$ cat src/rtl/riscv_id_stage.sv
// Decode/issue stage: decodes fetched instructions into ALU operands, tracks
// in-flight destinations with a busy-bit scoreboard, and holds one result for EX.
module riscv_id_stage #(
    parameter int WORD_LENGTH = 32,
    parameter int REG_ADDR_W  = 5
) (
    input  logic                   clk,
    input  logic                   rst_n,
    input  logic                   if_valid,
    output logic                   if_ready,
    input  logic [31:0]            if_inst,
    input  logic [WORD_LENGTH-1:0] if_pc,
    output logic [REG_ADDR_W-1:0]  rs1_addr,
    output logic [REG_ADDR_W-1:0]  rs2_addr,
    input  logic [WORD_LENGTH-1:0] rs1_data,
    input  logic [WORD_LENGTH-1:0] rs2_data,
    output logic                   ex_valid,
    input  logic                   ex_ready,
    output logic [3:0]             ex_exec_fun,
    output logic [WORD_LENGTH-1:0] ex_data1,
    output logic [WORD_LENGTH-1:0] ex_data2,
    output logic [REG_ADDR_W-1:0]  ex_rd,
    output logic                   ex_wb_en,
    output logic [1:0]             ex_br_type,
    output logic [WORD_LENGTH-1:0] ex_br_target,
    output logic                   ex_illegal,
    input  logic                   wb_valid,
    input  logic [REG_ADDR_W-1:0]  wb_rd,
    input  logic                   flush
);

    localparam int NREG = 1 << REG_ADDR_W;

    localparam logic [3:0] ALU_ADD = 4'd0;
    localparam logic [3:0] ALU_SUB = 4'd1;
    localparam logic [3:0] ALU_SLT = 4'd2;
    localparam logic [3:0] ALU_OR  = 4'd3;
    localparam logic [3:0] ALU_AND = 4'd4;

    localparam logic [6:0] OP_R   = 7'b0110011;
    localparam logic [6:0] OP_I   = 7'b0010011;
    localparam logic [6:0] OP_LUI = 7'b0110111;
    localparam logic [6:0] OP_BR  = 7'b1100011;

    logic [6:0] opcode;
    logic [2:0] funct3;
    logic [6:0] funct7;
    logic [REG_ADDR_W-1:0] inst_rd;

    assign opcode   = if_inst[6:0];
    assign funct3   = if_inst[14:12];
    assign funct7   = if_inst[31:25];
    assign inst_rd  = if_inst[7 +: REG_ADDR_W];
    assign rs1_addr = if_inst[15 +: REG_ADDR_W];
    assign rs2_addr = if_inst[20 +: REG_ADDR_W];

    logic [WORD_LENGTH-1:0] imm_i, imm_u, imm_b;
    assign imm_i = WORD_LENGTH'($signed(if_inst[31:20]));
    assign imm_u = WORD_LENGTH'($signed({if_inst[31:12], 12'b0}));
    assign imm_b = WORD_LENGTH'($signed({if_inst[31], if_inst[7], if_inst[30:25],
                                         if_inst[11:8], 1'b0}));

    logic [3:0]             dec_fun;
    logic [WORD_LENGTH-1:0] dec_d1, dec_d2, dec_tgt;
    logic [REG_ADDR_W-1:0]  dec_rd;
    logic                   dec_wb, dec_ill, use1, use2;
    logic [1:0]             dec_br;

    always_comb begin
        dec_fun = ALU_ADD;
        dec_d1  = '0;
        dec_d2  = '0;
        dec_tgt = '0;
        dec_rd  = '0;
        dec_wb  = 1'b0;
        dec_br  = 2'b00;
        dec_ill = 1'b0;
        use1    = 1'b0;
        use2    = 1'b0;
        case (opcode)
            OP_R: begin
                use1   = 1'b1;
                use2   = 1'b1;
                dec_d1 = rs1_data;
                dec_d2 = rs2_data;
                dec_rd = inst_rd;
                dec_wb = 1'b1;
                case ({funct7, funct3})
                    {7'b0000000, 3'b000}: dec_fun = ALU_ADD;
                    {7'b0100000, 3'b000}: dec_fun = ALU_SUB;
                    {7'b0000000, 3'b010}: dec_fun = ALU_SLT;
                    {7'b0000000, 3'b110}: dec_fun = ALU_OR;
                    {7'b0000000, 3'b111}: dec_fun = ALU_AND;
                    default:              dec_ill = 1'b1;
                endcase
            end
            OP_I: begin
                use1   = 1'b1;
                dec_d1 = rs1_data;
                dec_d2 = imm_i;
                dec_rd = inst_rd;
                dec_wb = 1'b1;
                case (funct3)
                    3'b000:  dec_fun = ALU_ADD;
                    3'b010:  dec_fun = ALU_SLT;
                    3'b110:  dec_fun = ALU_OR;
                    3'b111:  dec_fun = ALU_AND;
                    default: dec_ill = 1'b1;
                endcase
            end
            OP_LUI: begin
                dec_d2 = imm_u;
                dec_rd = inst_rd;
                dec_wb = 1'b1;
            end
            OP_BR: begin
                use1    = 1'b1;
                use2    = 1'b1;
                dec_fun = ALU_SUB;
                dec_d1  = rs1_data;
                dec_d2  = rs2_data;
                dec_tgt = if_pc + imm_b;
                case (funct3)
                    3'b000:  dec_br  = 2'b01;
                    3'b001:  dec_br  = 2'b10;
                    default: dec_ill = 1'b1;
                endcase
            end
            default: dec_ill = 1'b1;
        endcase
        // Illegal encodings collapse to an inert NOP-like bundle with no sources.
        if (dec_ill) begin
            dec_fun = ALU_ADD;
            dec_d1  = '0;
            dec_d2  = '0;
            dec_tgt = '0;
            dec_rd  = '0;
            dec_wb  = 1'b0;
            dec_br  = 2'b00;
            use1    = 1'b0;
            use2    = 1'b0;
        end
        if (dec_rd == '0) dec_wb = 1'b0;
    end

    logic [NREG-1:0] busy, busy_next;
    logic            hazard, accept;

    assign hazard   = (use1 && busy[rs1_addr]) || (use2 && busy[rs2_addr]);
    assign if_ready = (!ex_valid || ex_ready) && !hazard && !flush;
    assign accept   = if_valid && if_ready;

    // Clears are applied before the set so an issue to the same register wins.
    always_comb begin
        busy_next = busy;
        if (wb_valid) busy_next[wb_rd] = 1'b0;
        if (flush && ex_valid && ex_wb_en) busy_next[ex_rd] = 1'b0;
        if (accept && dec_wb) busy_next[dec_rd] = 1'b1;
        busy_next[0] = 1'b0;
    end

    always_ff @(posedge clk) begin
        if (!rst_n) begin
            busy         <= '0;
            ex_valid     <= 1'b0;
            ex_exec_fun  <= ALU_ADD;
            ex_data1     <= '0;
            ex_data2     <= '0;
            ex_rd        <= '0;
            ex_wb_en     <= 1'b0;
            ex_br_type   <= 2'b00;
            ex_br_target <= '0;
            ex_illegal   <= 1'b0;
        end else begin
            busy <= busy_next;
            if (flush) begin
                ex_valid <= 1'b0;
            end else if (accept) begin
                ex_valid     <= 1'b1;
                ex_exec_fun  <= dec_fun;
                ex_data1     <= dec_d1;
                ex_data2     <= dec_d2;
                ex_rd        <= dec_rd;
                ex_wb_en     <= dec_wb;
                ex_br_type   <= dec_br;
                ex_br_target <= dec_tgt;
                ex_illegal   <= dec_ill;
            end else if (ex_ready) begin
                ex_valid <= 1'b0;
            end
        end
    end

endmodule

$ cat config.mk
export PLATFORM = sky130hd
export DESIGN_NAME = riscv_id_stage
export DESIGN_NICKNAME = d
export VERILOG_FILES = /design/src/rtl/riscv_id_stage.sv
export SDC_FILE = /design/constraint.sdc
export NUM_CORES = 1
export LEC_CHECK = 0
export CAP_MARGIN = 20
export CORE_MARGIN = 2
export CORE_UTILIZATION = 51
export CTS_BUF_LIST = sky130_fd_sc_hd__clkbuf_8 sky130_fd_sc_hd__clkbuf_16
export CTS_CLUSTER_SIZE = 30
export DETAILED_ROUTE_END_ITERATION = 16
export PLACE_DENSITY = 0.86
export SYNTH_ARGS = -nofsm -noshare
export SYNTH_HDL_FRONTEND = slang
export SYNTH_SLANG_ARGS = --single-unit
export TNS_END_PERCENT = 30
$ cat constraint.sdc
create_clock -name clk -period 9 [get_ports clk]
set_input_delay 1.8 -clock clk [delete_from_list [all_inputs] [get_ports clk]]
set_output_delay 1.8 -clock clk [all_outputs]
set_load 0.005 [all_outputs]
# --- Yosys cells after proc, flatten, opt, wreduce, memory -nomap -nowiden ---
# Cells that the tools add are included.
totals:
  inputBits: 139
  output_inout_bits: 121
  regBits: 142
  wordCells: 108
op_classes:
  muxes: 41
  n_reduce_logical: 28
  n_eq_ne: 12
  n_lt_le_gt_ge: 8
  addsub: 1
  bitwise_logic: 7
ops:
  columns: ["op", "count"]
  rows:
  - ["2-to-1 mux 32 bit", 8]
  - ["one-hot mux 32 bit (3 select lines)", 1]
  - ["AND 32 bit", 2]
  - ["inverter 32 bit", 2]
  - ["adder 32 bit", 1]
  - ["OR 32 bit", 1]
  - ["less-than comparator 5 x 6 -> 1 bit, second input constant", 5]
  - ["equality test 10 x 3 -> 1 bit, second input constant", 2]
  - ["one-hot mux 3 bit (3 select lines)", 2]
  - ["2-to-1 mux 1 bit", 17]
  - ["demux 1 bit (select 5 bit)", 3]
  - ["greater-or-equal comparator 5 x 1 -> 1 bit, second input constant", 3]
  - ["equality test 7 x 6 -> 1 bit, second input constant", 2]
  - ["one-hot mux 3 bit (4 select lines)", 1]
  - ["logical AND 1 bit", 11]
  - ["binary-select mux 1 bit (select 5 bit)", 2]
  - ["equality test 10 x 2 -> 1 bit, second input constant", 1]
  - ["equality test 10 x 9 -> 1 bit, second input constant", 1]
  - ["logical NOT 10 bit", 1]
  - ["2-to-1 mux 5 bit", 2]
  - ["equality test 7 x 5 -> 1 bit, second input constant", 1]
  - ["equality test 7 bit, second input constant", 1]
  - ["equality test 3 bit, second input constant", 2]
  - ["OR reduction 2 bit", 3]
  - ["16 further kinds", 22]

# --- Logic depth before layout (Yosys ltp) ---
# Gate-level depths: netlist of the first run.
depth:
  depth_word: 13
  mapped_depth: 12

# --- Least setup slack after synthesis of the first run ---
# Ideal clock, no wire load.
synth_path:
  path_kind: "input to output"
  from: "input port if_inst[21]"
  to: "output port if_ready"
  required_time_ns: 7.200
  stages: 7
  arrival_ns: 3.410
  slack_ns: 3.790
  cell_sequence: "buf_4 > mux4_2 > mux4_2 > nand2b_4 > o211ai_2 > a221oi_2 > nor3_1"
synth_between:
  elab_chain_cells: 7
synth_rtl:
  columns: ["element", "line_no", "text"]
  rows:
  - ["start: declaration", "11", "input logic [31:0] if_inst,"]
  - ["binary-select mux 1 bit (select 5 bit)", "149", "assign hazard = (use1 && busy[rs1_addr]) || (use2 && busy[rs2_addr]);"]
  - ["2-to-1 mux 1 bit (implied by the code)", "149", null]
  - ["logical AND 1 bit", "149", null]
  - ["logical OR 1 bit", "149", null]
  - ["logical NOT 1 bit", "150", "assign if_ready = (!ex_valid || ex_ready) && !hazard && !flush;"]
  - ["logical AND 1 bit (2 in a row)", "150", null]
  - ["end: declaration", "10", "output logic if_ready,"]
# Every way passes these cells. The select of a mux whose other input is x is not followed.

# --- Worst setup path in the final report of the first run ---
layout_path:
  from: "input port if_inst[15]"
  to: "output port if_ready"
# Same word-level chain as after synthesis.

==> flow_metrics.tcl, run 1 <==
set metrics [dict create \
    outcome "finished clean" \
    critPathMaxFanout 15 \
    final-hold-violation-count 0 \
    swShare_pct 27.7 \
    final-setup-viol-count 0 \
    cts_tree "built" \
    area_delta_synth_final_pct 38.4 \
    cts.reportedPaths.clkPinSlew_ps 70 \
    regArea_um2 2800 \
    crit_chain "clkdlybuf4s50_1 -> mux2_2 -> a221oi_1 -> or4_1 -> and4_1 -> a221oi_2 -> nor3_1 -> clkdlybuf4s50_1" \
    ys_warn_count 0 \
    worst_pin_slew_ps 1060 \
    maxSlewViolCount 0 \
    critPathMaxStageDelay_ps 940 \
    core_um2 15900 \
    p_sw_mw 0.453 \
    holdBufCountCts 0 \
    grt_pass1_vias 8340 \
    layout.cells.most_common "clkdlybuf4s50_1" \
    die_y_um 132 \
    cp_num_buf_inv 2 \
    grt_max_degree 106 \
    clock_tree.root_cell "clkbuf_16" \
    ant_nets 0 \
    syn_avg_cell_area_um2 7.96 \
    syn_nets 1218 \
    htree_levels 4 \
    num_rows 46 \
    power.density_nw_per_um2 142 \
    p_leak_nw 4.05 \
    required_ps 7200 \
    track_usage_pct 32.1 \
    cts_setup_buffers 0 \
    max-vdd-ir-drop_uv 148 \
    initial_core_util_pct 52.3 \
    timing.final.crit_share_pct 74.2 \
    slew_headroom_pct 28.9 \
    ff2ff_path_depth 9 \
    p_clk_share_pct 45.3 \
    cts_sinks 140 \
    async_flop_share_pct 0 \
    via_count 9150 \
    power_frac_comb_pct 16.8 \
    finalCriticalPeriod_ps 6680 \
    setup-tns-final_ps 0 \
    crit_arrival_ps 4880 \
    drive_gt1_share_pct 6.24 \
    syn_inst 1048 \
    ys_top_cells_by_area "dfxtp_1, nand2_1, a21oi_1, nand3_1, ha_1" \
    netlist_area_um2 8350 \
    vias_per_cell 6.17 \
    drc_errors 0 \
    hp-class "register to register" \
    rsz0062_at_grt "no" \
    p_int_mw 1.18 \
    post_drt_wl_per_cell_um 19.6 \
    dp_hpwl_um 20600 \
    crit_slowest_cell "clkdlybuf4s50_1" \
    synthFlopType "dfxtp_1" \
    yosys.area.top_type_share_pct 33.6 \
    path_common_cell "clkdlybuf4s50_1" \
    clock.fmax_ghz 0.150 \
    diodes 0 \
    drv_cap 0 \
    fill_cells 1281 \
    cts_resized 0 \
    globalRouteOverflowTotal 0 \
    ys_ff_latch 140 \
    nets 1423 \
    crit_cells 8 \
    end_kind "output pin" \
    ioPinCount 260 \
    crit_type "primary input to output pin" \
    dieArea_um2 17400 \
    grt_pass1_wl_um 45000 \
    crit_family "buffers and inverters" \
    final_cell_mix "clkdlybuf4s50_1, nand2_1, dfxtp_1, a21oi_1, nand3_1" \
    gp_congestion 0.955 \
    drtIter0Drc 1062 \
    p_seq_share_pct 37.9 \
    port-buffer-count 258 \
    finalHoldWorstSlack_ps 449 \
    seq_area_frac_synth_pct 33.6 \
    clk_path_buf_depth 2 \
    multi_input_area_um2 5130 \
    cts_buffers 17 \
    yosysUniqueCellTypes 73 \
    antenna_found_initial 0 \
    synth-edff-count 0 \
    drt-total-wl_um 29100 \
    hold_path_depth 2 \
    clock_latency_ps 440 \
    drt_pass1_iterations 6 \
    die_x_um 132 \
    critPathLaunchType "primary input" \
    synth_area_leader_cell "dfxtp_1" \
    skew_ps 9.53 \
]
-- power groups by stage --
stage | registers [mW] | logic [mW] | clock network [mW]
after CTS | 0.620 | 0.269 | 0.742
final | 0.620 | 0.275 | 0.742
after global routing | 0.620 | 0.298 | 0.769
after global placement | 0.634 | 0.265 | 0
after floorplan | 0.634 | 0.155 | 0
after detailed placement | 0.634 | 0.267 | 0
-- through the flow --
stage / total power [mW] / std cells / cell area [um2] / utilization (%) / setup slack, ps
detailed placement: 0.901 / 1449 / 10900 / 68.5 / 2330
global placement: 0.899 / 1449 / 10900 / 68.5 / 2330
global route: 1.69 / 1482 / 11500 / 72.4 / 2170
floorplan: 0.789 / 1048 / 8350 / - / 3790
CTS: 1.63 / 1481 / 11500 / 72.3 / 2330
finish: 1.64 / 1482 / 11500 / 72.4 / 2320
-- logic make-up (layout without fill, tap and decap cells) --
kind of cell               Yosys count  count (layout)  share of synthesized area [%]
and+or+nand+nor                    410             410                           23.6
AOI/OAI and AO/OA                  319             319                           25.5
DFF                                140             140                           33.6
buffers and inverters               97             315                           5.19
adders and majority gates           31              31                           4.74
muxes                               28              28                           5.04
xor gates and xnor gates            22              22                           2.31
other                                1               1                         0.0449
-- tightest hold or removal path: stages (launching register included) --
cell,delay (ps)
dfxtp_1,310
nand2_1,50
a21oi_1,50
-- cell type report --
| cell class | instances | area share (%) |
|---|---|---|
| clock buffer | 20 | 4.04 |
| clock inverter | 12 | 1.28 |
| inverter | 13 | 0.433 |
| multi-input combinational | 811 | 44.4 |
| sequential | 140 | 24.3 |
| tap | 216 | 2.34 |
| timing repair buffer | 270 | 23.2 |
-- Yosys cell counts (all sizes together) (4+ instances only) --
cell type    n
a211oi       4
a21o        15
a21oi      109
a221o       19
a22o        11
a22oi       22
a31oi        5
and2         4
and3        10
buf         32
clkbuf      52
dfxtp      140
ha          30
inv         12
mux2i       15
mux4        11
nand2      154
nand2b      10
nand3       95
nand3b       5
nand4       13
nor2        62
nor2b       12
nor3         9
nor3b        7
nor4         4
o2111ai     31
o211ai       7
o21a         4
o21ai       55
o31ai        8
or2          9
or3          6
xnor2       10
xor2        12
-- sequential cells by signal, indices dropped and copies added (netlist names) --
name,count
ex_valid,1
ex_data1,32
ex_illegal,1
ex_br_target,32
busy,31
ex_data2,32
ex_exec_fun,3
ex_rd,5
ex_br_type,2
ex_wb_en,1
-- layer usage --
layer | global-route usage, % | wire length [um] | up-vias
li1 | - | - | 4290
met1 | 40.4 | 11700 | 4320
met2 | 54.5 | 13900 | 489
met3 | 8.00 | 2850 | 51
met4 | 9.30 | 612 | 0
met5 | 0 | 0 | -
-- path summary, 6_finish.rpt --
check | slack (ps) | from | to
max | 2320 | if_inst[15] | if_ready
min | 450 | ex_data1[1] | ex_data1[1]
max reg2reg | 5350 | busy[5] | ex_exec_fun[2]
min reg2reg | 450 | ex_data1[1] | ex_data1[1]
Power figures use the tool's default switching activity.
==> run 2, diff against run 1 <==
--- a/config.mk
+++ b/config.mk
@@ -7,11 +7,11 @@
 export LEC_CHECK = 0
 export CAP_MARGIN = 20
 export CORE_MARGIN = 2
-export CORE_UTILIZATION = 51
+export CORE_UTILIZATION = 48
 export CTS_BUF_LIST = sky130_fd_sc_hd__clkbuf_8 sky130_fd_sc_hd__clkbuf_16
 export CTS_CLUSTER_SIZE = 30
 export DETAILED_ROUTE_END_ITERATION = 16
-export PLACE_DENSITY = 0.86
+export PLACE_DENSITY = 0.82
 export SYNTH_ARGS = -nofsm -noshare
 export SYNTH_HDL_FRONTEND = slang
 export SYNTH_SLANG_ARGS = --single-unit
==> constraint.sdc (replaced) <==
create_clock -name clk -period 6.6 [get_ports clk]
set_input_delay 1.32 -clock clk [delete_from_list [all_inputs] [get_ports clk]]
set_output_delay 1.32 -clock clk [all_outputs]
set_load 0.005 [all_outputs]
==> run 2 against run 1 <==
Net effect: wire length is 4.2% lower; highest routed layer unchanged; critical path type unchanged; sequential power up 36%; clock-buffer cell count is 3 lower.
==> flow_metrics.tcl, run 2 (synthesis results as in run 1) <==
set metrics [dict create \
    ant_nets 0 \
    clock_tree.root_cell "clkbuf_16" \
    p_clk_share_pct 46.0 \
    initial_core_util_pct 48.8 \
    htree_levels 4 \
    power_mw 2.26 \
    power.density_nw_per_um2 195 \
    track_usage_pct 29.5 \
    critPathMaxFanout 13 \
    r2r-start "busy[4]" \
    antenna_found_initial 0 \
    hp-class "register to register" \
    gp_congestion 0.951 \
    die_y_um 136 \
    worstHoldStart "ex_data1[18]" \
    ioPinCount 260 \
    area_delta_synth_final_pct 39.0 \
    drive_gt1_share_pct 6.39 \
    nets 1425 \
    cts_setup_buffers 0 \
    pre_cts_ws_ps 964 \
    final-setup-viol-count 0 \
    num_rows 48 \
    grt_pass1_wl_um 43000 \
    layout.cells.most_common "clkdlybuf4s50_1" \
    setup-tns-final_ps 0 \
    p_sw_mw 0.599 \
    cts_resized 0 \
    outcome "finished clean" \
    end_kind "output pin" \
    port-buffer-count 258 \
    diodes 0 \
    power_frac_comb_pct 16.5 \
    die_x_um 136 \
    hold_path_depth 2 \
    maxSlewViolCount 0 \
    crit_arrival_ps 4310 \
    drtIter0Drc 760 \
    clk_path_buf_depth 2 \
    ff2ff_path_depth 9 \
    finalHoldWorstSlack_ps 450 \
    swShare_pct 26.5 \
    cp_num_buf_inv 2 \
    critPathMaxStageDelay_ps 870 \
    crit_chain "clkdlybuf4s50_1 -> mux4_2 -> mux4_2 -> nand2b_4 -> o211ai_2 -> a221oi_2 -> nor3_1 -> clkdlybuf4s50_1" \
    p_seq_share_pct 37.5 \
    final_cell_mix "clkdlybuf4s50_1, nand2_1, dfxtp_1, a21oi_1, nand3_1" \
    clock.fmax_ghz 0.178 \
    worstReg2RegEnd "ex_br_type[1]" \
    crit_slowest_cell "clkdlybuf4s50_1" \
    reg2reg_slack_ps 3190 \
    via_count 8993 \
    holdBufCountCts 0 \
    dp_hpwl_um 20500 \
    rsz0062_at_grt "no" \
    p_int_mw 1.66 \
    dieArea_um2 18500 \
    p_leak_nw 4.07 \
    required_ps 5280 \
    drt-total-wl_um 27900 \
    cts_tree "built" \
    min_delay_worst_endpoint "ex_data1[18]" \
    worst_slack_ps 971 \
    crit_type "primary input to output pin" \
    final-hold-violation-count 0 \
    cts_buffers 17 \
    reg.largest.list "ex_br_target x32, ex_data1 x32, ex_data2 x32" \
    cts_sinks 140 \
    vias_per_cell 6.02 \
    post_drt_wl_per_cell_um 18.7 \
    timing.final.crit_share_pct 85.3 \
    worst_pin_slew_ps 965 \
    skew_ps 9.18 \
    critPathLaunchType "primary input" \
    slew_headroom_pct 35.7 \
    grt_max_degree 90 \
    drv_cap 0 \
    drc_errors 0 \
    crit_family "buffers and inverters" \
    finalCriticalPeriod_ps 5630 \
    cts.reportedPaths.clkPinSlew_ps 60 \
    globalRouteOverflowTotal 0 \
    drt_pass1_iterations 5 \
    clock_latency_ps 430 \
    core_um2 17100 \
    max-vdd-ir-drop_uv 189 \
    grt_pass1_vias 8351 \
]
==> run 2: stage by stage <==
step	area, um2	std cells	utilization [%]
finish	11600	1493	67.8
global route	11600	1493	67.8
CTS	11600	1493	67.8
detailed placement	11000	1461	64.0
global placement	11000	1461	64.0
floorplan	8350	1048	-
==> run 2: layer usage <==
| layer | global-route usage (%) | vias to the layer above | share of wire [%] |
|---|---|---|---|
| met4 | 9.72 | 0 | 1.9 |
| met1 | 36.9 | 4179 | 40 |
| met5 | 0 | - | 0 |
| met3 | 8.87 | 46 | 11 |
| met2 | 48.5 | 464 | 47 |
| li1 | - | 4304 | - |
==> run 2: layout make-up <==
class / count / area [um2]
fillers: 1463 / 5520
multi-input cells: 811 / 5130
flip-flops and latches: 140 / 2800
repair buffers: 272 / 2700
clock buffers: 17 / 425
well taps: 225 / 282
clock inverters: 15 / 210
inverters: 13 / 50.0
==> run 2: worst max-delay path by stage <==
stage                     start       end  slack (ps)  depth (start not counted)
global placement    if_inst[20]  if_ready        1010                          8
global route        if_inst[20]  if_ready         860                          8
detailed placement  if_inst[20]  if_ready         960                          8
floorplan           if_inst[21]  if_ready        2350                          7
CTS                 if_inst[20]  if_ready         970                          8
finish              if_inst[20]  if_ready         970                          8
==> run 2: tightest hold or removal path, delay by kind of cell, from the launching register on <==
| family | cells | cell delay (ps) |
|---|---|---|
| and+or+nand+nor | 1 | 50 |
| DFF | 1 | 310 |
| AOI/OAI and AO/OA | 1 | 50 |
==> run 2: power groups by stage <==
stage	logic [mW]	clock network [mW]	registers [mW]
after floorplan	0.212	0	0.865
after global placement	0.361	0	0.865
after detailed placement	0.366	0	0.865
after CTS	0.368	1.04	0.846
after global routing	0.404	1.08	0.846
final	0.373	1.04	0.846
==> run 3, diff against run 2 <==
--- a/config.mk
+++ b/config.mk
@@ -12,6 +12,7 @@
 export CTS_CLUSTER_SIZE = 30
 export DETAILED_ROUTE_END_ITERATION = 16
 export PLACE_DENSITY = 0.82
+export SETUP_SLACK_MARGIN = 0.02
 export SYNTH_ARGS = -nofsm -noshare
 export SYNTH_HDL_FRONTEND = slang
 export SYNTH_SLANG_ARGS = --single-unit
==> results of run 3 <==
Final layout, timing and power as in run 2 (identical DEF).
